## src/rtl/read_stream_ctrl_pkg.sv

```systemverilog
// Shared constants for read_stream_ctrl and read_burst: widths, read_burst command
// encodings and the controller FSM state encoding.
package read_stream_ctrl_pkg;

    localparam int BURST_W = 768;
    localparam int OUT_W   = 32;
    localparam int ADDR_W  = 31;

    localparam logic [1:0] RB_CMD_NOP   = 2'd0;
    localparam logic [1:0] RB_CMD_READ  = 2'd1;
    localparam logic [1:0] RB_CMD_WRITE = 2'd2;

    localparam logic [2:0] ST_IDLE       = 3'd0;
    localparam logic [2:0] ST_ISSUE      = 3'd1;
    localparam logic [2:0] ST_WAIT_START = 3'd2;
    localparam logic [2:0] ST_WAIT_DONE  = 3'd3;
    localparam logic [2:0] ST_STREAM     = 3'd4;

endpackage

```

## src/rtl/read_stream_ctrl_stream_word_mux.sv

```systemverilog
// Combinational word selector over the latched burst, with optional per-word byte
// reversal when READ_STREAM_CTRL_BSWAP_EN is defined.
module stream_word_mux #(
    parameter int BURST_W = 768,
    parameter int OUT_W   = 32,
    parameter int CNT_W   = 5
) (
    input  logic [BURST_W-1:0] data,
    input  logic [CNT_W-1:0]   idx,
    output logic [OUT_W-1:0]   word
);

    localparam int NWORDS = BURST_W / OUT_W;

    logic [OUT_W-1:0] words [NWORDS];
    logic [OUT_W-1:0] sel;

    genvar gi;
    generate
        for (gi = 0; gi < NWORDS; gi++) begin : g_word
            assign words[gi] = data[gi*OUT_W +: OUT_W];
        end
    endgenerate

    // Explicit compare chain keeps out-of-range indices at zero when NWORDS is not a power of two.
    always_comb begin
        sel = '0;
        for (int k = 0; k < NWORDS; k++) begin
            if (idx == CNT_W'(k)) begin
                sel = words[k];
            end
        end
    end

`ifdef READ_STREAM_CTRL_BSWAP_EN
    localparam int NBYTES = OUT_W / 8;
    generate
        for (gi = 0; gi < NBYTES; gi++) begin : g_swap
            assign word[gi*8 +: 8] = sel[(NBYTES-1-gi)*8 +: 8];
        end
    endgenerate
`else
    assign word = sel;
`endif

endmodule

```

## src/rtl/read_stream_ctrl.sv

```systemverilog
// Issues one read to read_burst, latches the returned burst and streams it out as
// OUT_W-bit words (LSB word first). Optional byte swap: READ_STREAM_CTRL_BSWAP_EN.
module read_stream_ctrl
    import read_stream_ctrl_pkg::*;
#(
    parameter int BURST_W = read_stream_ctrl_pkg::BURST_W,
    parameter int OUT_W   = read_stream_ctrl_pkg::OUT_W,
    parameter int ADDR_W  = read_stream_ctrl_pkg::ADDR_W
) (
    input  logic               clk,
    input  logic               reset,
    input  logic               req_valid,
    input  logic [ADDR_W-1:0]  req_addr,
    output logic               req_ready,
    output logic               rb_read,
    output logic [ADDR_W-1:0]  rb_address,
    input  logic               rb_busy,
    input  logic [BURST_W-1:0] rb_data,
    output logic [OUT_W-1:0]   out_data,
    output logic               out_valid,
    input  logic               out_ready,
    output logic               out_last,
    output logic               busy
);

    localparam int NWORDS = BURST_W / OUT_W;
    localparam int CNT_W  = $clog2(NWORDS);
    localparam logic [CNT_W-1:0] LAST_IDX = CNT_W'(NWORDS - 1);

    logic [2:0]         state_reg, state_next;
    logic [ADDR_W-1:0]  addr_reg, addr_next;
    logic [BURST_W-1:0] data_reg, data_next;
    logic [CNT_W-1:0]   cnt_reg, cnt_next;
    logic [OUT_W-1:0]   mux_word;

    always_ff @(posedge clk) begin
        if (reset) begin
            state_reg <= ST_IDLE;
            addr_reg  <= '0;
            data_reg  <= '0;
            cnt_reg   <= '0;
        end else begin
            state_reg <= state_next;
            addr_reg  <= addr_next;
            data_reg  <= data_next;
            cnt_reg   <= cnt_next;
        end
    end

    always_comb begin
        state_next = state_reg;
        addr_next  = addr_reg;
        data_next  = data_reg;
        cnt_next   = cnt_reg;
        case (state_reg)
            ST_IDLE: begin
                if (req_valid) begin
                    addr_next  = req_addr;
                    state_next = ST_ISSUE;
                end
            end
            ST_ISSUE: state_next = ST_WAIT_START;
            ST_WAIT_START: begin
                if (rb_busy) begin
                    state_next = ST_WAIT_DONE;
                end
            end
            ST_WAIT_DONE: begin
                // rb_data is only trusted on the first non-busy cycle after the burst.
                if (!rb_busy) begin
                    data_next  = rb_data;
                    cnt_next   = '0;
                    state_next = ST_STREAM;
                end
            end
            ST_STREAM: begin
                if (out_ready) begin
                    if (cnt_reg == LAST_IDX) begin
                        cnt_next   = '0;
                        state_next = ST_IDLE;
                    end else begin
                        cnt_next = cnt_reg + CNT_W'(1);
                    end
                end
            end
            default: state_next = ST_IDLE;
        endcase
    end

    stream_word_mux #(
        .BURST_W (BURST_W),
        .OUT_W   (OUT_W),
        .CNT_W   (CNT_W)
    ) u_word_mux (
        .data (data_reg),
        .idx  (cnt_reg),
        .word (mux_word)
    );

    assign req_ready  = (state_reg == ST_IDLE);
    assign rb_read    = (state_reg == ST_ISSUE);
    assign rb_address = addr_reg;
    assign out_valid  = (state_reg == ST_STREAM);
    assign out_last   = out_valid && (cnt_reg == LAST_IDX);
    assign out_data   = out_valid ? mux_word : '0;
    assign busy       = (state_reg != ST_IDLE);

endmodule

```

## config.mk

```make
export PLATFORM = sky130hd
export DESIGN_NAME = read_stream_ctrl
export DESIGN_NICKNAME = d
export VERILOG_FILES = /design/src/rtl/read_stream_ctrl_pkg.sv /design/src/rtl/read_stream_ctrl_stream_word_mux.sv /design/src/rtl/read_stream_ctrl.sv
export SDC_FILE = /design/constraint.sdc
export NUM_CORES = 2
export LEC_CHECK = 0
export BUFFER_PORTS_ARGS = -buffer_cell sky130_fd_sc_hd__buf_4
export CORE_AREA = 2 2 338 340
export CTS_CLUSTER_DIAMETER = 30
export DETAILED_ROUTE_END_ITERATION = 12
export DIE_AREA = 0 0 340 342
export MAX_ROUTING_LAYER = met4
export PLACE_DENSITY_LB_ADDON = 0.05
export SETUP_SLACK_MARGIN = 0.1
export SLEW_MARGIN = 10
export SYNTH_ARGS = -nofsm -noshare
export SYNTH_HDL_FRONTEND = slang
export SYNTH_SLANG_ARGS = --single-unit
```

## constraint.sdc

```tcl
create_clock -name clk -period 7.8 [get_ports clk]
set_input_delay 1.56 -clock clk [delete_from_list [all_inputs] [get_ports clk]]
set_output_delay 1.56 -clock clk [all_outputs]
set_load 0.02 [all_outputs]
```

* Word level (Yosys, flattened, before mapping)
Index checks and enable logic that the tools add are counted.
W data, S select, Z words.
** Storage, ports and cells
- Register bits :: 807
- Logic and storage cells :: 82
** Cells by class
- Add/subtract/negate cells :: 1
- Eq/ne operators :: 32
- Multiplexer cells :: 35
- Bitwise logic cells :: 1
- Reduce and logical (&&, ||, !) cells :: 9
** Operator list (count)
- $mux W32 :: 25
- $eq A5 B4 Y1 const B :: 8
- $eq A5 B5 Y1 const B :: 8
- $eq A5 B3 Y1 const B :: 4
- $mux W3 :: 5
- $mux W5 :: 3
- $pmux W3 S5 :: 1
- $eq A5 B2 Y1 const B :: 2
- $pmux W5 S2 :: 1
- $eq A3 B2 Y1 const B :: 2
- $ne A2 B2 Y1 const B :: 3
- $add A5 B1 Y5 const B :: 1
- $eq A5 B1 Y1 const B :: 1
- $logic_not A5 Y1 :: 1
- $reduce_and A5 Y1 :: 1
- $ne A2 B1 Y1 const B :: 2
- $reduce_and A2 Y1 :: 2
- $eq A3 B1 Y1 const B :: 1
- $eq A3 B3 Y1 const B :: 1
- $logic_not A3 Y1 :: 1
- $reduce_and A3 Y1 :: 1
- $reduce_bool A3 Y1 :: 1
- $reduce_bool A2 Y1 :: 1
- $logic_and A1 B1 Y1 :: 1
- $not A1 Y1 :: 1

* Depth between registers and ports, before layout
- Word-level depth :: 26
- Depth in mapped cells :: 16

* Hierarchy
Synthesis repeated with hierarchy kept, for this count alone.
** Second synthesis, totals
- Cells, all modules :: 4589
- Area, all modules :: 35200.0 um2
** Modules (own cells, without submodules)
- read_stream_ctrl :: instances 1, cells each 3557, area each 27881.7 um2
- stream_word_mux :: instances 1, cells each 1032, area each 7318.3 um2

* Worst setup path after synthesis
OpenSTA, ideal clock, no wires.
- Kind :: register to output
- From :: reg cnt_reg[0]
- To :: out out_data[6]
- Arrival time :: 3.238 ns
- Required time :: 6.240 ns
- Path slack :: 3.002 ns
- Stages on the path, launching flop included :: 15
- Path buffers :: 6
- Cells stage by stage :: dfxtp_1 -> ha_1 -> buf_2 -> buf_4 -> buf_2 -> buf_1 -> and3_1 -> ha_1 -> clkbuf_1 -> clkbuf_1 -> a21oi_1 -> o21ai_0 -> o2111ai_1 -> a2111oi_0 -> a2bb2oi_1
** On the way
- Cells in the longest elaborated chain, start to end :: 26
- Elaborated cells on any way between the ends :: 49
** Ends and longest elaborated chain
- start, declared :: line read_stream_ctrl.sv:33 : logic [CNT_W-1:0] cnt_reg, cnt_next;
- start signal, assigned :: line read_stream_ctrl.sv:46 : cnt_reg <= cnt_next;
- $logic_not A5 Y1 :: line read_stream_ctrl_stream_word_mux.sv:29 : if (idx == CNT_W'(k)) begin
- $mux W32 (23 in series) :: line read_stream_ctrl_stream_word_mux.sv:29
- $mux W32 (*) :: line read_stream_ctrl_stream_word_mux.sv:29
- $mux W32 (*) :: line read_stream_ctrl.sv:105 : assign out_data = out_valid ? mux_word : '0;
- end, declared :: line read_stream_ctrl.sv:19 : output logic [OUT_W-1:0] out_data,
Mark *: on every way between the ends. The rest lies on a longest branch, timed or not.

* Worst setup path after layout
- From :: reg cnt_reg[3]
- To :: out out_data[11]
Same word-level chain as after synthesis.

==> flow_summary.yaml <==
critical_path:
  path_max_fanout: 46
  timing.rr.start: "cnt_reg[0]$_SDFFE_PP0P_"
  worst-setup-path-type: "flop to primary output"
  cpPeakStageDelay_ns: 0.88
  worst_setup_path_start_kind: "flop"
  cpMaxStageDelayCell: "nor3_1"
  arrival_ns: 5.41
  cp-end-kind: "primary output"
  required_ns: 6.24
  path_cells: "buf_4, nand4b_2, buf_4, o211ai_1, buf_4, nor3_1, a21oi_1, o21ai_1, buf_4"
  crit_path_frequent_cell: "buf_4"
  critPathLaunch: "cnt_reg[3]$_SDFFE_PP0P_"
global_routing:
  grt_first_pass_wirelength_mm: 281
  grt_pass1_vias: 38200
  grt_antenna_before_repair: 21
  track_usage: 0.346
  globalRouteOverflowTotal: 0
  grt_max_degree: 214
finish:
  largest_reg_flops: 768
  drive_above_1_share: 0.232
  area_growth_pct: 41.1
  nFillCells: 11900
  layout_common_cells: "1766 x nand2_1, 964 x a21oi_1, 928 x buf_4"
  seqCellArea_um2: 16200
  num-nets-final: 6409
  stdcell_count: 7309
  final_common_cell: "nand2_1"
  utilization: 0.448
  multi_input_area_um2: 18000
  fin_area_um2: 50700
clock_tree:
  cts_setup_buffers: 0
  cts_sinks: 807
  cts_root_buffer: "clkbuf_16"
  cts.clk_slew.worst_paths_ns: 0.04
  cts_resized: 0
  htree_num_levels: 4
  ctsHoldBuffers: 0
  clockBufferDepth: 3
  cts_tree: "built"
  clock_latency_ns: 0.77
  numCtsBuffers: 207
outcome:
  outcome: "finished, final reports clean"
sta:
  slew_violations: 0
  finalHoldViolCount: 0
  slew_headroom: 0.150
  max_freq_mhz: 143
  setup_ws_ns: 0.830
  rsz0062_at_grt: "no"
  worst_pin_slew_ns: 1.24
  setup_tns_ns: 0
  skew_ns: 0.0335
  layout_min_cycle_time_ns: 6.97
  setup_viol_count_final: 0
  hold_ws_ns: 0.447
  fin_crit_sh: 0.894
yosys:
  avgSynthCellArea_um2: 7.34
  syn_inst: 4892
  yosysTopAreaCell: "dfxtp_1"
  ys.flop_type: "dfxtp_1"
  async_flop_share: 0
  synth_edf_count: 0
  synth.area.top_cells: "dfxtp_1 45%, nand2_1 18%, a21oi_1 13%, clkbuf_1 3.6%, o21ai_0 1.4%"
  ys_seq_elements: 807
  seq_area_frac_synth: 0.450
  synth_nets: 5701
  synth_top_area_share: 0.450
  yosys_warnings: 0
  netlist_area_um2: 35900
  ys_types: 86
die:
  initial_core_util: 0.318
  dieArea_um2: 116000
  rows: 124
  core_area_um2: 113000
  die_x_um: 340
  die_h_um: 342
  pin_count: 872
power:
  power.total_mw: 13.8
  p_per_area_nw_per_um2: 272
  ir_drop_mv: 0.164
  p_leak_nw: 18.9
placed_design:
  placed_area_um2: 43300
  dp_cells: 6903
  preCtsSetupSlack_ns: 2.04
  numPortBuffers: 871
  place.gp.congestion: 0.994
  hpwl_mm: 154
drt:
  finalWirelength_mm: 203
  dr_total_vias: 39900
  wire_per_inst_um: 27.8
  ant_nets: 0
  drtIter0Drc: 4279
  viasPerCell: 5.46
  firstDrtPassIters: 5
  drc: 0
hold_path:
  hold_path_class: "flop to flop"
  min_from: "data_reg[448]$_SDFFE_PP0P_"
run:
  cap_violations: 0
==> where the power goes <==
part	switching (mW)	leakage, nW	internal (mW)
Clock	2.71	3.59	6.17
Sequential	0.0523	6.51	4.20
Combinational	0.318	8.75	0.329
==> cell type report <==
class | count | area share
Tap cell | 1512 | 0.0373
Inverter | 13 | 0.000963
Clock buffer | 287 | 0.118
Clock inverter | 98 | 0.0273
Multi-Input combinational cell | 3633 | 0.356
Sequential cell | 807 | 0.319
Antenna cell | 21 | 0.00104
Timing Repair Buffer | 938 | 0.141
==> layer usage <==
metal  up-vias  share of wire  track usage
met3       288          0.088       0.0814
met1     19500           0.42        0.447
met2      1840           0.45        0.522
met5         -              0            -
li1      18300              -            -
met4         0          0.036        0.131
==> path summary, 6_finish.rpt <==
| kind | to | slack [ns] | depth (start not counted) |
|---|---|---|---|
| worst max-delay path | out_data[11] | 0.83 | 9 |
| worst min register to register | data_reg[448]$_SDFFE_PP0P_ | 0.45 | 2 |
| worst max register to register | cnt_reg[1]$_SDFFE_PP0P_ | 4.36 | 7 |
| worst min-delay path | data_reg[448]$_SDFFE_PP0P_ | 0.45 | 2 |
==> cell usage after synthesis, drive strengths merged, types with 17 or more instances <==
master,n
a2111oi,19
a21oi,965
a221o,31
a221oi,58
a22oi,27
a2bb2oi,17
a31oi,26
buf,98
clkbuf,341
dfxtp,807
nand2,1767
nand2b,29
nand3b,52
nor2,88
nor2b,17
nor3,36
o211ai,26
o21ai,133
o221ai,37
o22ai,56
o311ai,18
==> kinds of logic after synthesis <==
| kind of cell | after synthesis | share of synthesized area |
|---|---|---|
| AND/OR/NAND/NOR | 2086 | 0.241 |
| AO/OA/AOI/OAI | 1539 | 0.255 |
| flip-flops | 807 | 0.450 |
| buffers and inverters | 452 | 0.0514 |
| adder cells (fa/ha/maj) | 5 | 0.00174 |
| multiplexers | 2 | 0.000557 |
| XOR/XNOR | 1 | 0.000244 |
==> worst max-delay path, delay by kind of cell, from the launching register on <==
family / cells / cell delay [ns]
buf+inv: 4 / 1.45
flops: 1 / 0.77
simple gates: 2 / 1.08
compound gates: 3 / 1.29
No activity file was read; power rests on OpenSTA's default activity.
